[src/rtl/ddr2_init_refresh_seq.sv]
// DDR2 power-up initialisation and periodic auto-refresh sequencer.
// Owns the DRAM command bus through the JEDEC init sequence, then borrows it back from the
// front-end scheduler (ref_req / ref_grant) whenever one or more refreshes are pending.
// Every command is registered and driven for one cycle; a command issued at cycle n is
// followed by the next one at cycle n + T_x, where T_x belongs to the command just issued.
module ddr2_init_refresh_seq #(
    parameter int unsigned CS_BITS   = 1,
    parameter int unsigned BA_BITS   = 3,
    parameter int unsigned ADDR_BITS = 14,
    parameter int unsigned CNT_W     = 16,
    parameter int unsigned T_PWRUP   = 40000,
    parameter int unsigned T_CKE_HI  = 80,
    parameter int unsigned T_RP      = 3,
    parameter int unsigned T_MRD     = 2,
    parameter int unsigned T_RFC     = 26,
    parameter int unsigned T_DLLK    = 200,
    parameter int unsigned T_REFI    = 1560,
    parameter int unsigned INIT_REFS = 2,
    parameter int unsigned MAX_PEND  = 8,
    parameter logic [ADDR_BITS-1:0] MR_VAL   = 14'h0432,
    parameter logic [ADDR_BITS-1:0] EMR1_VAL = 14'h0000,
    parameter int unsigned OCD_EN    = 1
) (
    input  logic                 clk,
    input  logic                 rst_n,
    output logic [CS_BITS-1:0]   cke,
    output logic [CS_BITS-1:0]   cs_n,
    output logic                 ras_n,
    output logic                 cas_n,
    output logic                 we_n,
    output logic [BA_BITS-1:0]   ba,
    output logic [ADDR_BITS-1:0] addr,
    output logic [CS_BITS-1:0]   odt,
    output logic                 seq_owns_bus,
    output logic                 init_done,
    output logic                 ref_req,
    input  logic                 ref_grant,
    output logic                 ref_overflow
);

    // {ras_n, cas_n, we_n}
    localparam logic [2:0] CMD_NOP = 3'b111;
    localparam logic [2:0] CMD_PRE = 3'b010;
    localparam logic [2:0] CMD_LMR = 3'b000;
    localparam logic [2:0] CMD_REF = 3'b001;

    // Each init state names the command that issues once the wait counter reaches zero
    localparam logic [3:0] StPwrup   = 4'd0;
    localparam logic [3:0] StPre1    = 4'd1;
    localparam logic [3:0] StEmr2    = 4'd2;
    localparam logic [3:0] StEmr3    = 4'd3;
    localparam logic [3:0] StEmr1    = 4'd4;
    localparam logic [3:0] StMrDll   = 4'd5;
    localparam logic [3:0] StPre2    = 4'd6;
    localparam logic [3:0] StRefInit = 4'd7;
    localparam logic [3:0] StMr      = 4'd8;
    localparam logic [3:0] StOcdDef  = 4'd9;
    localparam logic [3:0] StOcdExit = 4'd10;
    localparam logic [3:0] StDllWait = 4'd11;
    localparam logic [3:0] StIdle    = 4'd12;
    localparam logic [3:0] StRefRef  = 4'd13;
    localparam logic [3:0] StRefChk  = 4'd14;

    // Wait reloads are T_x - 1 so the next command lands exactly T_x cycles later; 0 acts as 1
    localparam logic [CNT_W-1:0] TM_PWRUP  = (T_PWRUP  > 1) ? CNT_W'(T_PWRUP  - 1) : '0;
    localparam logic [CNT_W-1:0] TM_CKE_HI = (T_CKE_HI > 1) ? CNT_W'(T_CKE_HI - 1) : '0;
    localparam logic [CNT_W-1:0] TM_RP     = (T_RP     > 1) ? CNT_W'(T_RP     - 1) : '0;
    localparam logic [CNT_W-1:0] TM_MRD    = (T_MRD    > 1) ? CNT_W'(T_MRD    - 1) : '0;
    localparam logic [CNT_W-1:0] TM_RFC    = (T_RFC    > 1) ? CNT_W'(T_RFC    - 1) : '0;
    localparam logic [CNT_W-1:0] TM_DLLK   = (T_DLLK   > 1) ? CNT_W'(T_DLLK   - 1) : '0;
    localparam logic [CNT_W-1:0] TM_REFI   = (T_REFI   > 1) ? CNT_W'(T_REFI   - 1) : '0;
    localparam logic [CNT_W-1:0] LAST_REF  = (INIT_REFS > 1) ? CNT_W'(INIT_REFS - 1) : '0;

    localparam int unsigned PEND_W = $clog2(MAX_PEND + 1);
    localparam logic [PEND_W-1:0] PEND_MAX = PEND_W'(MAX_PEND);

    localparam logic [ADDR_BITS-1:0] A0_MASK  = ADDR_BITS'(1);
    localparam logic [ADDR_BITS-1:0] A8_MASK  = ADDR_BITS'(256);
    localparam logic [ADDR_BITS-1:0] A10_MASK = ADDR_BITS'(1024);
    localparam logic [ADDR_BITS-1:0] OCD_MASK = ADDR_BITS'(896);  // A9:A7

    // EMR1 with A0 cleared keeps the DLL enabled
    localparam logic [ADDR_BITS-1:0] EMR1_DLL = EMR1_VAL & ~A0_MASK;

    logic [3:0]           state_q, state_d;
    logic [CNT_W-1:0]     wait_q, wait_d;
    logic [CNT_W-1:0]     dll_q, dll_d;
    logic [CNT_W-1:0]     refi_q, refi_d;
    logic [CNT_W-1:0]     refs_q, refs_d;
    logic [PEND_W-1:0]    pending_q, pending_d;
    logic                 cke_q, cke_d;
    logic [2:0]           cmd_q, cmd_d;
    logic [BA_BITS-1:0]   ba_q, ba_d;
    logic [ADDR_BITS-1:0] addr_q, addr_d;
    logic                 owns_q, owns_d;
    logic                 done_q, done_d;
    logic                 ovf_q, ovf_d;

    logic go;
    logic expire;
    logic dec;
    logic ref_req_w;

    assign ref_req_w = (pending_q != '0) && done_q;

    // Next-state: command sequencing, wait counters, refresh timer and pending-refresh count
    always_comb begin
        state_d   = state_q;
        wait_d    = (wait_q != '0) ? wait_q - CNT_W'(1) : '0;
        dll_d     = (dll_q != '0) ? dll_q - CNT_W'(1) : '0;
        refi_d    = refi_q;
        refs_d    = refs_q;
        pending_d = pending_q;
        cke_d     = cke_q;
        cmd_d     = CMD_NOP;
        ba_d      = '0;
        addr_d    = '0;
        owns_d    = owns_q;
        done_d    = done_q;
        ovf_d     = ovf_q;
        go        = (wait_q == '0);
        expire    = 1'b0;
        dec       = 1'b0;

        // Free-running tREFI timer once init has completed
        if (done_q) begin
            if (refi_q == '0) begin
                expire = 1'b1;
                refi_d = TM_REFI;
            end else begin
                refi_d = refi_q - CNT_W'(1);
            end
        end

        case (state_q)
            StPwrup: begin
                if (go) begin
                    cke_d   = 1'b1;
                    wait_d  = TM_CKE_HI;
                    state_d = StPre1;
                end
            end
            StPre1: begin
                if (go) begin
                    cmd_d   = CMD_PRE;
                    addr_d  = A10_MASK;
                    wait_d  = TM_RP;
                    state_d = StEmr2;
                end
            end
            StEmr2: begin
                if (go) begin
                    cmd_d   = CMD_LMR;
                    ba_d    = BA_BITS'(2);
                    wait_d  = TM_MRD;
                    state_d = StEmr3;
                end
            end
            StEmr3: begin
                if (go) begin
                    cmd_d   = CMD_LMR;
                    ba_d    = BA_BITS'(3);
                    wait_d  = TM_MRD;
                    state_d = StEmr1;
                end
            end
            StEmr1: begin
                if (go) begin
                    cmd_d   = CMD_LMR;
                    ba_d    = BA_BITS'(1);
                    addr_d  = EMR1_DLL;
                    wait_d  = TM_MRD;
                    state_d = StMrDll;
                end
            end
            StMrDll: begin
                if (go) begin
                    cmd_d   = CMD_LMR;
                    addr_d  = MR_VAL | A8_MASK;
                    wait_d  = TM_MRD;
                    dll_d   = TM_DLLK;  // DLL lock time counts from the DLL-reset MR
                    state_d = StPre2;
                end
            end
            StPre2: begin
                if (go) begin
                    cmd_d   = CMD_PRE;
                    addr_d  = A10_MASK;
                    wait_d  = TM_RP;
                    refs_d  = '0;
                    state_d = StRefInit;
                end
            end
            StRefInit: begin
                if (go) begin
                    cmd_d  = CMD_REF;
                    wait_d = TM_RFC;
                    if (refs_q == LAST_REF) begin
                        state_d = StMr;
                    end else begin
                        refs_d = refs_q + CNT_W'(1);
                    end
                end
            end
            StMr: begin
                if (go) begin
                    cmd_d   = CMD_LMR;
                    addr_d  = MR_VAL & ~A8_MASK;
                    wait_d  = TM_MRD;
                    state_d = (OCD_EN != 0) ? StOcdDef : StDllWait;
                end
            end
            StOcdDef: begin
                if (go) begin
                    cmd_d   = CMD_LMR;
                    ba_d    = BA_BITS'(1);
                    addr_d  = EMR1_DLL | OCD_MASK;
                    wait_d  = TM_MRD;
                    state_d = StOcdExit;
                end
            end
            StOcdExit: begin
                if (go) begin
                    cmd_d   = CMD_LMR;
                    ba_d    = BA_BITS'(1);
                    addr_d  = EMR1_DLL & ~OCD_MASK;
                    wait_d  = TM_MRD;
                    state_d = StDllWait;
                end
            end
            StDllWait: begin
                if (go && (dll_q == '0)) begin
                    done_d  = 1'b1;
                    owns_d  = 1'b0;
                    refi_d  = TM_REFI;
                    state_d = StIdle;
                end
            end
            StIdle: begin
                if (ref_req_w && ref_grant) begin
                    owns_d  = 1'b1;
                    cmd_d   = CMD_PRE;
                    addr_d  = A10_MASK;
                    wait_d  = TM_RP;
                    state_d = StRefRef;
                end
            end
            StRefRef: begin
                if (go) begin
                    cmd_d   = CMD_REF;
                    dec     = 1'b1;
                    wait_d  = TM_RFC;
                    state_d = StRefChk;
                end
            end
            StRefChk: begin
                if (go) begin
                    // Catch-up burst continues only while the scheduler still grants the bus
                    if ((pending_q != '0) && ref_grant) begin
                        cmd_d  = CMD_REF;
                        dec    = 1'b1;
                        wait_d = TM_RFC;
                    end else begin
                        owns_d  = 1'b0;
                        state_d = StIdle;
                    end
                end
            end
            default: begin
                state_d = StPwrup;
            end
        endcase

        // Coincident expiry and REF cancel out; an expiry at saturation is lost and flagged
        if (expire && !dec) begin
            if (pending_q == PEND_MAX) begin
                ovf_d = 1'b1;
            end else begin
                pending_d = pending_q + PEND_W'(1);
            end
        end else if (dec && !expire) begin
            pending_d = pending_q - PEND_W'(1);
        end
    end

    // State and registered command-bus outputs, cleared asynchronously
    always_ff @(posedge clk or negedge rst_n) begin
        if (!rst_n) begin
            state_q   <= StPwrup;
            wait_q    <= TM_PWRUP;
            dll_q     <= '0;
            refi_q    <= '0;
            refs_q    <= '0;
            pending_q <= '0;
            cke_q     <= 1'b0;
            cmd_q     <= CMD_NOP;
            ba_q      <= '0;
            addr_q    <= '0;
            owns_q    <= 1'b1;
            done_q    <= 1'b0;
            ovf_q     <= 1'b0;
        end else begin
            state_q   <= state_d;
            wait_q    <= wait_d;
            dll_q     <= dll_d;
            refi_q    <= refi_d;
            refs_q    <= refs_d;
            pending_q <= pending_d;
            cke_q     <= cke_d;
            cmd_q     <= cmd_d;
            ba_q      <= ba_d;
            addr_q    <= addr_d;
            owns_q    <= owns_d;
            done_q    <= done_d;
            ovf_q     <= ovf_d;
        end
    end

    assign cke          = {CS_BITS{cke_q}};
    assign cs_n         = {CS_BITS{~cke_q}};
    assign ras_n        = cmd_q[2];
    assign cas_n        = cmd_q[1];
    assign we_n         = cmd_q[0];
    assign ba           = ba_q;
    assign addr         = addr_q;
    assign odt          = '0;
    assign seq_owns_bus = owns_q;
    assign init_done    = done_q;
    assign ref_req      = ref_req_w;
    assign ref_overflow = ovf_q;

endmodule

[config.mk]
export PLATFORM = sky130hd
export DESIGN_NAME = ddr2_init_refresh_seq
export DESIGN_NICKNAME = d
export VERILOG_FILES = /design/src/rtl/ddr2_init_refresh_seq.sv
export SDC_FILE = /design/constraint.sdc
export NUM_CORES = 1
export LEC_CHECK = 0
export CAP_MARGIN = 30
export CORE_MARGIN = 3
export CORE_UTILIZATION = 54
export CTS_CLUSTER_SIZE = 8
export DETAILED_ROUTE_END_ITERATION = 12
export PLACE_DENSITY_LB_ADDON = 0.1
export SYNTH_ARGS = -nofsm -noshare
export SYNTH_HDL_FRONTEND = slang
export SYNTH_SLANG_ARGS = --single-unit
[constraint.sdc]
create_clock -name clk -period 3.05 [get_ports clk]
set_input_delay 0.61 -clock clk [delete_from_list [all_inputs] [get_ports clk]]
set_output_delay 0.61 -clock clk [all_outputs]
set_load 0.02 [all_outputs]
==> results of run 1 <==
## layout make-up
cell class | instances | area, um^2 | area share (%)
flip-flops and latches | 85 | 2140 | 40.0
multi-input cells | 414 | 2500 | 46.6
repair buffers | 37 | 338 | 6.30
inverters | 12 | 45.0 | 0.839
clock inverters | 6 | 70.1 | 1.31
well taps | 105 | 131 | 2.45
clock buffers | 10 | 138 | 2.56
## registers in the layout, summed over array words and instances (netlist names), 2 cells and up
| register | flops |
|---|---|
| ba | 2 |
| cmd_q | 3 |
| addr | 4 |
| wait_q | 16 |
| refs_q | 16 |
| dll_q | 16 |
| refi_q | 16 |
| pending_q | 4 |
| state_q | 4 |
## per-stage QoR
step	power, W	utilization, %	hold WS (ps)	setup slack, ps	cells
after detailed placement	0.00119	60.9	483	159	653
after floorplan	0.00117	-	314	222	543
after global routing	0.00208	63.4	201	9.02	669
after global placement	0.00119	60.9	467	250	653
final	0.00200	63.4	183	180	669
after CTS	0.00202	63.4	198	153	669
## per-layer routing
| metal | vias up | routed length [um] | share of wire [%] |
|---|---|---|---|
| met1 | 1832 | 4750 | 48 |
| met4 | 0 | 146 | 1.5 |
| met3 | 15 | 453 | 4.6 |
| met2 | 104 | 4520 | 46 |
| li1 | 1925 | - | - |
| met5 | - | 0 | 0 |
## worst paths after layout
| path | to | from | slack [ps] |
|---|---|---|---|
| worst max-delay path | pending_q[3] | wait_q[0] | 180 |
| worst min-delay path | refs_q[4] | rst_n | 180 |
| worst max register to register | pending_q[3] | wait_q[0] | 180 |
| worst min register to register | seq_owns_bus | seq_owns_bus | 490 |
| max in group asynchronous | cmd_q[0] | rst_n | 2160 |
| min in group clk | seq_owns_bus | seq_owns_bus | 490 |
## synth_stat cells, types with 2 or more instances
master / number
nand3_1: 21
nand4_1: 10
a21o_1: 6
inv_1: 12
xnor2_1: 25
o22ai_1: 2
nor4_4: 3
o31ai_1: 9
o21bai_1: 2
nor4b_1: 2
dfstp_2: 14
or4_4: 2
and4_1: 2
or3_1: 10
buf_1: 2
and3_1: 4
o21ai_0: 37
nor4_1: 15
buf_4: 12
ha_1: 8
o41ai_1: 3
nor2_1: 68
dfrtp_1: 71
o41a_1: 2
a21oi_1: 29
or4_1: 4
nand2b_1: 5
nor3_1: 17
xor2_1: 15
nor4_2: 2
a31oi_1: 7
or2_2: 3
and2_1: 3
nand2_1: 53
clkbuf_1: 16
nor2b_1: 12
o211ai_1: 2
## worst max-delay path, stage by stage, from the launching register on
cell	delay [ps]
dfstp_2	390
inv_1	80
ha_1	160
or4b_4	520
nor4_4	250
nand3_1	180
nand2_2	140
ha_1	230
a21o_1	170
a21o_1	200
and3_1	180
nor3_1	170
a21oi_1	60
## timing repair
item	CTS	global route
gates resized for setup	0	1
hold endpoints to repair	0	0
hold buffers	0	0
endpoints found under the setup margin	0	1
buffers inserted	0	0
## cell families after synthesis
| logic type | count (synthesis) | share of synthesized area (%) |
|---|---|---|
| muxes | 3 | 0.751 |
| DFF | 85 | 44.4 |
| adders and majority gates | 9 | 2.49 |
| buffers and inverters | 44 | 4.53 |
| and+or+nand+nor | 246 | 27.0 |
| xor gates and xnor gates | 40 | 7.25 |
| other | 1 | 0.0776 |
| AOI/OAI and AO/OA | 107 | 13.5 |
## power by group
part	leakage [nW]	switching [W]	internal (W)
clock	0.107	0.000425	0.000407
combinational	1.18	0.0000316	0.00000477
sequential	1.13	0	0.00113
==> out/results.txt, run 1 <==
clk_skew: 15.7 ps
GR Util met3: 5.12%
Slew headroom: 54.8%
final setup vio count: 0
post-synth top area cell: dfrtp_1
ys async rst share: 100%
P_leak: 2.41 nW
average cell area after synthesis: 9.03 um^2
fillcell total: 712
DIE HEIGHT: 101 um
placed inst area: 0.00516 mm^2
min-delay worst type: in2async
row count: 33
Worst setup SP type: register
Worst VDD drop: 0.276 mV
met2 global-route usage: 32.3%
final WL: 9.87 mm
total core area: 0.00846 mm^2
clk buf depth: 2
mapped cell area: 0.00483 mm^2
total number of H-tree levels: 3
top cell type's share of synthesized area: 36.8%
Setup CP Type: reg2reg
most frequent cells in the layout: dfrtp_1, nor2_1, nand2_1, o21ai_0, a21oi_1
HPWL Detailed: 7.00 mm
vias: 3,876
predominant post-synthesis flop cell: dfrtp_1
Setup TNS: 0 ps
commonest non-fill, non-tap cell in the layout: dfrtp_1
routability cong.: 0.897
status: completed
I/O Pins: 30
WL/cell: 14.8 um
vias in the first global route: 3,692
CTS tree: built
largest net degree at the start of global routing: 52
worst slew pin tran: 673 ps
Post-synth EDFFs: 0
CTS sink cnt: 85
Reg2Reg Depth: 12
Area contributors post-synth: dfrtp_1, dfstp_2, nor2_1, xnor2_1, nand2_1
gr usage total: 21.1%
CP Max Fanout: 4
# DRC: 0
DRT Pass-1 Iters: 5
vias per cell: 5.79
Finished Cell Area: 0.00537 mm^2
final hold vios: 0
port bufs: 20
Final #Nets: 571
Die X: 101 um
share of layout cells above drive strength 1: 12.2%
Worst-Skew Late Latency: 360 ps
Setup crit end kind: register
minimum clock period: 2870 ps
Seq/Total Area, Yosys: 44.4%
f_max: 348 MHz
required time of the worst setup path: 3280 ps
Syn Inst Count: 535
P&R area growth vs syn: 11.1%
final period utilization: 94.1%
GR peak layer: met2
Seq cells post-synth: 85
max-cap violation count: 0
routing usage on met1: 30.1%
Root Buffer: clkbuf_8
TritonCTS Buffers: 9
CP arrival: 3100 ps
ANT cells: 0
clk slew on worst S/H paths: 100 ps
total congestion overflow: 0
unrepaired setup endpoints after global routing: false
count of cell types in the netlist: 62
synth warn: 0
starting density of the core: 57.1%
count of final max-slew check failures: 0
initial antenna violation count: 0
initial DRC count: 240
first-pass GRT wire length: 17.4 mm
antenna-violating nets left: 0
Power Dens Cells: 372 mW/mm^2
die area: 0.0101 mm^2
Note: power is estimated with default switching activity, not from simulation.
==> inputs of run 2 (changes only) <==
--- a/config.mk
+++ b/config.mk
@@ -7,9 +7,10 @@
 export LEC_CHECK = 0
 export CAP_MARGIN = 30
 export CORE_MARGIN = 3
-export CORE_UTILIZATION = 54
+export CORE_UTILIZATION = 45
 export CTS_CLUSTER_SIZE = 8
 export DETAILED_ROUTE_END_ITERATION = 12
+export GPL_ROUTABILITY_DRIVEN = 0
 export PLACE_DENSITY_LB_ADDON = 0.1
 export SYNTH_ARGS = -nofsm -noshare
 export SYNTH_HDL_FRONTEND = slang
==> out/results.txt, run 2 (same netlist as run 1, synthesis figures left out) <==
Worst-Skew Late Latency: 370 ps
initial DRC count: 265
clk buf depth: 2
clk slew on worst S/H paths: 90 ps
Clk pwr share: 41.5%
Pwr Total: 0.00199 W
CP Max Fanout: 4
f_max: 347 MHz
setup bufs post-CTS: 0
most frequent cells in the layout: dfrtp_1, nor2_1, nand2_1, o21ai_0, a21oi_1
CP arrival: 3130 ps
Setup crit end kind: register
status: completed
final WL: 10.3 mm
required time of the worst setup path: 3300 ps
total congestion overflow: 0
CP cell instances: inv_1, ha_1, or4b_4, nor4_4, nand3_1, nand2_1, ha_1, a21o_1, a21o_1, and3_1, nor3_1, a21oi_1
total number of H-tree levels: 3
I/O Pins: 30
commonest non-fill, non-tap cell in the layout: dfrtp_1
unrepaired setup endpoints after global routing: false
CTS sink cnt: 85
internal power: 0.00153 W
minimum clock period: 2880 ps
largest net degree at the start of global routing: 54
register share of total power: 56.7%
P_leak: 2.43 nW
final setup vio count: 0
DIE HEIGHT: 110 um
first-pass GRT wire length: 17.8 mm
worst hold slack: 179 ps
Net Sw Power: 0.000456 W
Root Buffer: clkbuf_8
ANT cells: 0
HPWL Detailed: 7.30 mm
row count: 37
DRT Pass-1 Iters: 4
TritonCTS Buffers: 9
CTS tree: built
CP max-delay cell: or4b_4
Worst VDD drop: 0.203 mV
max-cap violation count: 0
max incr delay on CP: 520 ps
vias: 3,812
switching share of power: 23.0%
count of final max-slew check failures: 0
share of layout cells above drive strength 1: 12.9%
Slew headroom: 55.2%
initial antenna violation count: 0
Power Dens Cells: 365 mW/mm^2
fin cells: 702
die area: 0.0120 mm^2
starting density of the core: 46.6%
WL/cell: 14.7 um
Setup TNS: 0 ps
vias per cell: 5.43
# DRC: 0
Setup CP Type: reg2reg
DP Worst Slack: 148 ps
Final #Nets: 574
placed insts: 687
final period utilization: 94.4%
Worst setup SP type: register
post-CTS resize count: 0
Hold Buf Count CTS: 0
final worst slack: 171 ps
antenna-violating nets left: 0
Die X: 110 um
vias in the first global route: 3,682
min-delay worst type: in2async
Comb pwr share: 1.8%
final hold vios: 0
worst slew pin tran: 666 ps
port bufs: 20
gr usage total: 18.8%
clk_skew: 10.6 ps
total core area: 0.0104 mm^2
P&R area growth vs syn: 12.6%
run 2: cell count changes in the layout (fill, tap and decap cells not counted), sizes merged:
cell and change:
clkinv -2, buf +3, clkinvlp +1
run 2: path summary, 6_finish.rpt:
| path | startpoint | to | slack, ps | depth (start not counted) |
|---|---|---|---|---|
| worst min-delay path | rst_n | refs_q[14] | 180 | 1 |
| worst max register to register | wait_q[0] | pending_q[3] | 170 | 12 |
| worst min register to register | seq_owns_bus | seq_owns_bus | 480 | 2 |
| max in group asynchronous | rst_n | cmd_q[0] | 2200 | 2 |
| worst max-delay path | wait_q[0] | pending_q[3] | 170 | 12 |
| min in group clk | seq_owns_bus | seq_owns_bus | 480 | 2 |
run 2: per-stage QoR:
step	cell area (um^2)	utilization (%)
after global placement	5220	50.3
after global routing	5440	52.5
after detailed placement	5220	50.3
final	5440	52.5
after CTS	5420	52.2
after floorplan	4860	-
run 2: area by class of cell:
class                           count  area, um^2
Sequential cell                    85        2140
Clock inverter                      5        60.1
Fill cell                         990        4930
Clock buffer                       10         138
Multi-Input combinational cell    414        2520
Timing Repair Buffer               40         360
Tap cell                          136         170
Inverter                           12        45.0
run 2: metal layers:
| layer | GRT usage, % | vias up | part of all wire, % |
|---|---|---|---|
| li1 | - | 1921 | - |
| met1 | 26.7 | 1806 | 49 |
| met3 | 3.52 | 12 | 3.7 |
| met4 | 6.32 | 0 | 1.4 |
| met2 | 29.0 | 73 | 46 |
| met5 | 0 | - | 0 |
run 2: worst max-delay path: cells and delay by family (launching register included):
family	cells	cell delay, ps
buffers and inverters	1	80
AO/OA/AOI/OAI	3	440
flip-flops	1	390
AND/OR/NAND/NOR	6	1450
adder cells (fa/ha/maj)	2	410
run 2: power by group through the flow:
stage	Clock, W	Combinational [W]	Sequential [W]
CTS	0.000856	0.0000387	0.00113
global placement	0	0.0000383	0.00115
floorplan	0	0.0000186	0.00115
global route	0.000902	0.0000426	0.00113
detailed placement	0	0.0000388	0.00115
finish	0.000824	0.0000366	0.00113
==> inputs of run 3 (changes only) <==
--- a/config.mk
+++ b/config.mk
@@ -6,7 +6,6 @@
 export NUM_CORES = 1
 export LEC_CHECK = 0
 export CAP_MARGIN = 30
-export CORE_MARGIN = 3
 export CORE_UTILIZATION = 45
 export CTS_CLUSTER_SIZE = 8
 export DETAILED_ROUTE_END_ITERATION = 12
==> out/results.txt, run 3 (same netlist as run 1, synthesis figures left out) <==
WL/cell: 14.7 um
clk buf depth: 2
Met3 Wirelength: 335 um
placed inst area: 0.00522 mm^2
fin cells: 703
HPWL Detailed: 7.32 mm
die area: 0.0112 mm^2
CTS sink cnt: 85
commonest non-fill, non-tap cell in the layout: dfrtp_1
placed insts: 687
share of layout cells above drive strength 1: 12.9%
ANT cells: 0
Worst VDD drop: 0.237 mV
Metal-1 WL: 4.95 mm
initial antenna violation count: 0
total congestion overflow: 0
DRT Pass-1 Iters: 4
starting density of the core: 46.6%
Setup CP Type: reg2reg
total core area: 0.0104 mm^2
count of final max-slew check failures: 0
Root Buffer: clkbuf_8
vias per cell: 5.53
port bufs: 20
f_max: 348 MHz
DR top layer: met4
vias: 3,887
status: completed
minimum clock period: 2880 ps
clk_skew: 18.7 ps
final period utilization: 94.3%
final setup vio count: 0
min-delay worst type: in2async
P&R area growth vs syn: 12.9%
Routed met2 length: 4.97 mm
total number of H-tree levels: 3
# DRC: 0
final WL: 10.4 mm
vias in the first global route: 3,759
antenna-violating nets left: 0
worst hold slack: 215 ps
gr usage total: 20.3%
Setup crit end kind: register
worst slew pin tran: 660 ps
Worst setup SP type: register
Worst-Skew Late Latency: 370 ps
CTS tree: built
CP Max Fanout: 4
Finished Cell Area: 0.00545 mm^2
initial DRC count: 210
TritonCTS Buffers: 9
Slew headroom: 55.4%
largest net degree at the start of global routing: 46
max-cap violation count: 0
unrepaired setup endpoints after global routing: false
clk slew on worst S/H paths: 100 ps
required time of the worst setup path: 3290 ps
Final #Nets: 574
final hold vios: 0
DIE HEIGHT: 106 um
Die X: 106 um
P_leak: 2.43 nW
row count: 37
I/O Pins: 30
Power Dens Cells: 384 mW/mm^2
CP arrival: 3110 ps
first-pass GRT wire length: 18.1 mm
most frequent cells in the layout: dfrtp_1, nor2_1, nand2_1, o21ai_0, a21oi_1
Setup TNS: 0 ps
-- run 3: final cells by class --
cell class,count,area [um^2]
fillers,977,4920
multi-input cells,414,2500
flip-flops and latches,85,2140
repair buffers,40,360
well taps,136,170
clock buffers,9,124
clock inverters,7,104
inverters,12,45.0
-- run 3: final timing paths --
| check | start | to | slack [ps] | cells after the start |
|---|---|---|---|---|
| setup / recovery | wait_q[0] | pending_q[3] | 170 | 12 |
| hold / removal | rst_n | refs_q[5] | 220 | 1 |
| setup reg to reg | wait_q[0] | pending_q[3] | 170 | 12 |
| hold reg to reg | seq_owns_bus | seq_owns_bus | 490 | 2 |
| max in group asynchronous | rst_n | cmd_q[0] | 2140 | 2 |
| min in group clk | seq_owns_bus | seq_owns_bus | 490 | 2 |
-- run 3: critical path: stages, from the launching register on --
cell     delay, ps
dfstp_2        400
inv_1           80
ha_1           170
or4b_4         520
nor4_4         280
nand3_2        150
nand2_2        130
ha_1           230
a21o_1         170
a21o_1         210
and3_1         190
nor3_1         160
a21oi_1         50
-- run 3: per-layer routing --
metal / up-vias / GRT usage, %
li1: 1930 / -
met1: 1891 / 27.7
met2: 55 / 33.0
met3: 11 / 3.96
met4: 0 / 5.36
met5: - / 0
-- run 3: power by group --
part / internal, W / leakage (nW) / total [W] / switching, W
logic: 0.00000472 / 1.19 / 0.0000364 / 0.0000317
registers: 0.00113 / 1.13 / 0.00113 / 0
clock network: 0.000473 / 0.108 / 0.000929 / 0.000457
total: 0.00160 / 2.43 / 0.00209 / 0.000488
-- run 3: stage by stage --
step / power (W) / setup WS, ps / util (%)
6_report: 0.00209 / 174 / 52.6
5_1_grt: 0.00218 / 30.8 / 52.6
3_5_place_dp: 0.00119 / 116 / 50.3
4_1_cts: 0.00212 / 108 / 52.5
2_1_floorplan: 0.00117 / 222 / -
3_3_place_gp: 0.00119 / 233 / 50.3
-- run 3: what timing repair did --
item / CTS / global route
hold endpoints to repair: 0 / 0
resized for setup: 0 / 2
setup endpoints to repair: 0 / 1
hold buffers: 0 / 0
buffers inserted: 0 / 0
==> patch (flow settings as in run 2) <==
`MAX_PEND`: 8 -> 4.
--- a/src/rtl/ddr2_init_refresh_seq.sv
+++ b/src/rtl/ddr2_init_refresh_seq.sv
@@ -16,7 +16,7 @@
     parameter int unsigned T_DLLK    = 200,
     parameter int unsigned T_REFI    = 1560,
     parameter int unsigned INIT_REFS = 2,
-    parameter int unsigned MAX_PEND  = 8,
+    parameter int unsigned MAX_PEND  = 4,
     parameter logic [ADDR_BITS-1:0] MR_VAL   = 14'h0432,
     parameter logic [ADDR_BITS-1:0] EMR1_VAL = 14'h0000,
     parameter int unsigned OCD_EN    = 1
Function: same outputs for any inputs over 10 cycles, from zero or initial values and one cycle with rst_n low; that may be too few to reach the edited logic, so the function may still have changed.
==> patch against run 2 <==
Worst setup slack improved by 0.074 ns; synthesized area increased by 0.39%; hold slack got worse by 0.012 ns; critical endpoint is now pending_q[1]; sequential cell count decreased by 1; final area decreased by 0.97%; combinational power increased by 9.3%; total power decreased by 2.0%; routed wire length increased by 5.5%.
==> patch: results (changes against run 2) <==
* Pint at 1.52 mW (-0.60%)
* Sequential cell area at 2120 µm² (-1.2%)
* Global-route track usage on met2 at 0.312 (+0.0212)
* Cell area power density at 361 nW/µm² (-1.0%)
* Comb_multi_in at 417 (+0.72%)
* Count of non-CTS inverters in the layout at 13 (+1)
* Largest net degree at the start of global routing at 50 (-7.4%)
* Nonclk buf count at 37 (-7.5%)
* Vias/cell at 5.67 (+4.5%)
* Detail Route met3 WL at 536 µm (+41%)
* Critical path arrival at 3.06 ns (-0.07 ns)
* DR pass1 iterations at 5 (+1)
* Delay of the slowest cell on the worst path at 0.47 ns (-0.05 ns)
* Average size of a mapped cell at 8.93 µm² (-1.1%)
* LEAKAGE at 2.36 nW (-2.9%)
* Placed wire-length estimate at 7510 µm (+2.9%)
* # clk buffers at 14 (+4)
* Post-synth top cells: 70 x dfrtp_1, 69 x nor2_1, 52 x nand2_1
* Status: completed
* Clock network area share at 0.0348 (-0.00150)
* Non-clock buffers, area share at 0.0641 (-0.00214)
* Seq/Total Area, Yosys at 0.437 (-0.00688)
* Vias in the first global route at 3806 (+3.4%)
* Top cells by area, synth: dfrtp_1 36%, dfstp_2 7.6%, nor2_1 5.3%
* M1 WL at 5070 µm (+1.1%)
* Layout Skew at 0.0127 ns (+0.00209 ns)
[patch: changes by cell type after synthesis, moves of 3 or more]
cell | before | now
nor3_1 | 17 | 13
a22oi_1 | 0 | 3
nor3b_1 | 1 | 5
buf_2 | 1 | 6
or3_1 | 10 | 6
nand3b_1 | 1 | 6
and3_1 | 4 | 7
mux2i_1 | 1 | 4
o21ai_0 | 37 | 45
a21oi_1 | 29 | 18
nand4_1 | 10 | 6
[patch: cell families (layout without fill, tap and decap cells)]
family / Yosys count / after routing / synth area share
AND/OR/NAND/NOR: 237 / 237 / 0.252
AO/OA/AOI/OAI: 120 / 120 / 0.160
flip-flops: 84 / 84 / 0.437
buffers and inverters: 50 / 66 / 0.0503
XOR/XNOR: 40 / 40 / 0.0722
adder cells (fa/ha/maj): 7 / 7 / 0.0196
multiplexers: 4 / 4 / 0.00826
other: 1 / 9 / 0.000773
[patch: metrics by stage]
stage / hold WS, ns / area (µm²) / utilization / setup slack [ns]
global placement: 0.467 / 5170 / 0.497 / 0.197
CTS: 0.167 / 5390 / 0.517 / 0.235
floorplan: 0.314 / 4880 / - / 0.281
global route: 0.178 / 5390 / 0.517 / 0.0899
finish: 0.167 / 5390 / 0.517 / 0.245
detailed placement: 0.462 / 5200 / 0.499 / 0.185
[patch: final timing paths]
| check | startpoint | endpoint | slack, ns | cells after the start |
|---|---|---|---|---|
| setup / recovery | refi_q[0] | pending_q[1] | 0.24 | 9 |
| hold / removal | rst_n | dll_q[12] | 0.17 | 1 |
| setup reg to reg | refi_q[0] | pending_q[1] | 0.24 | 9 |
| hold reg to reg | ref_overflow | ref_overflow | 0.48 | 1 |
| max in group asynchronous | rst_n | seq_owns_bus | 2.27 | 2 |
| min in group clk | ref_overflow | ref_overflow | 0.48 | 1 |
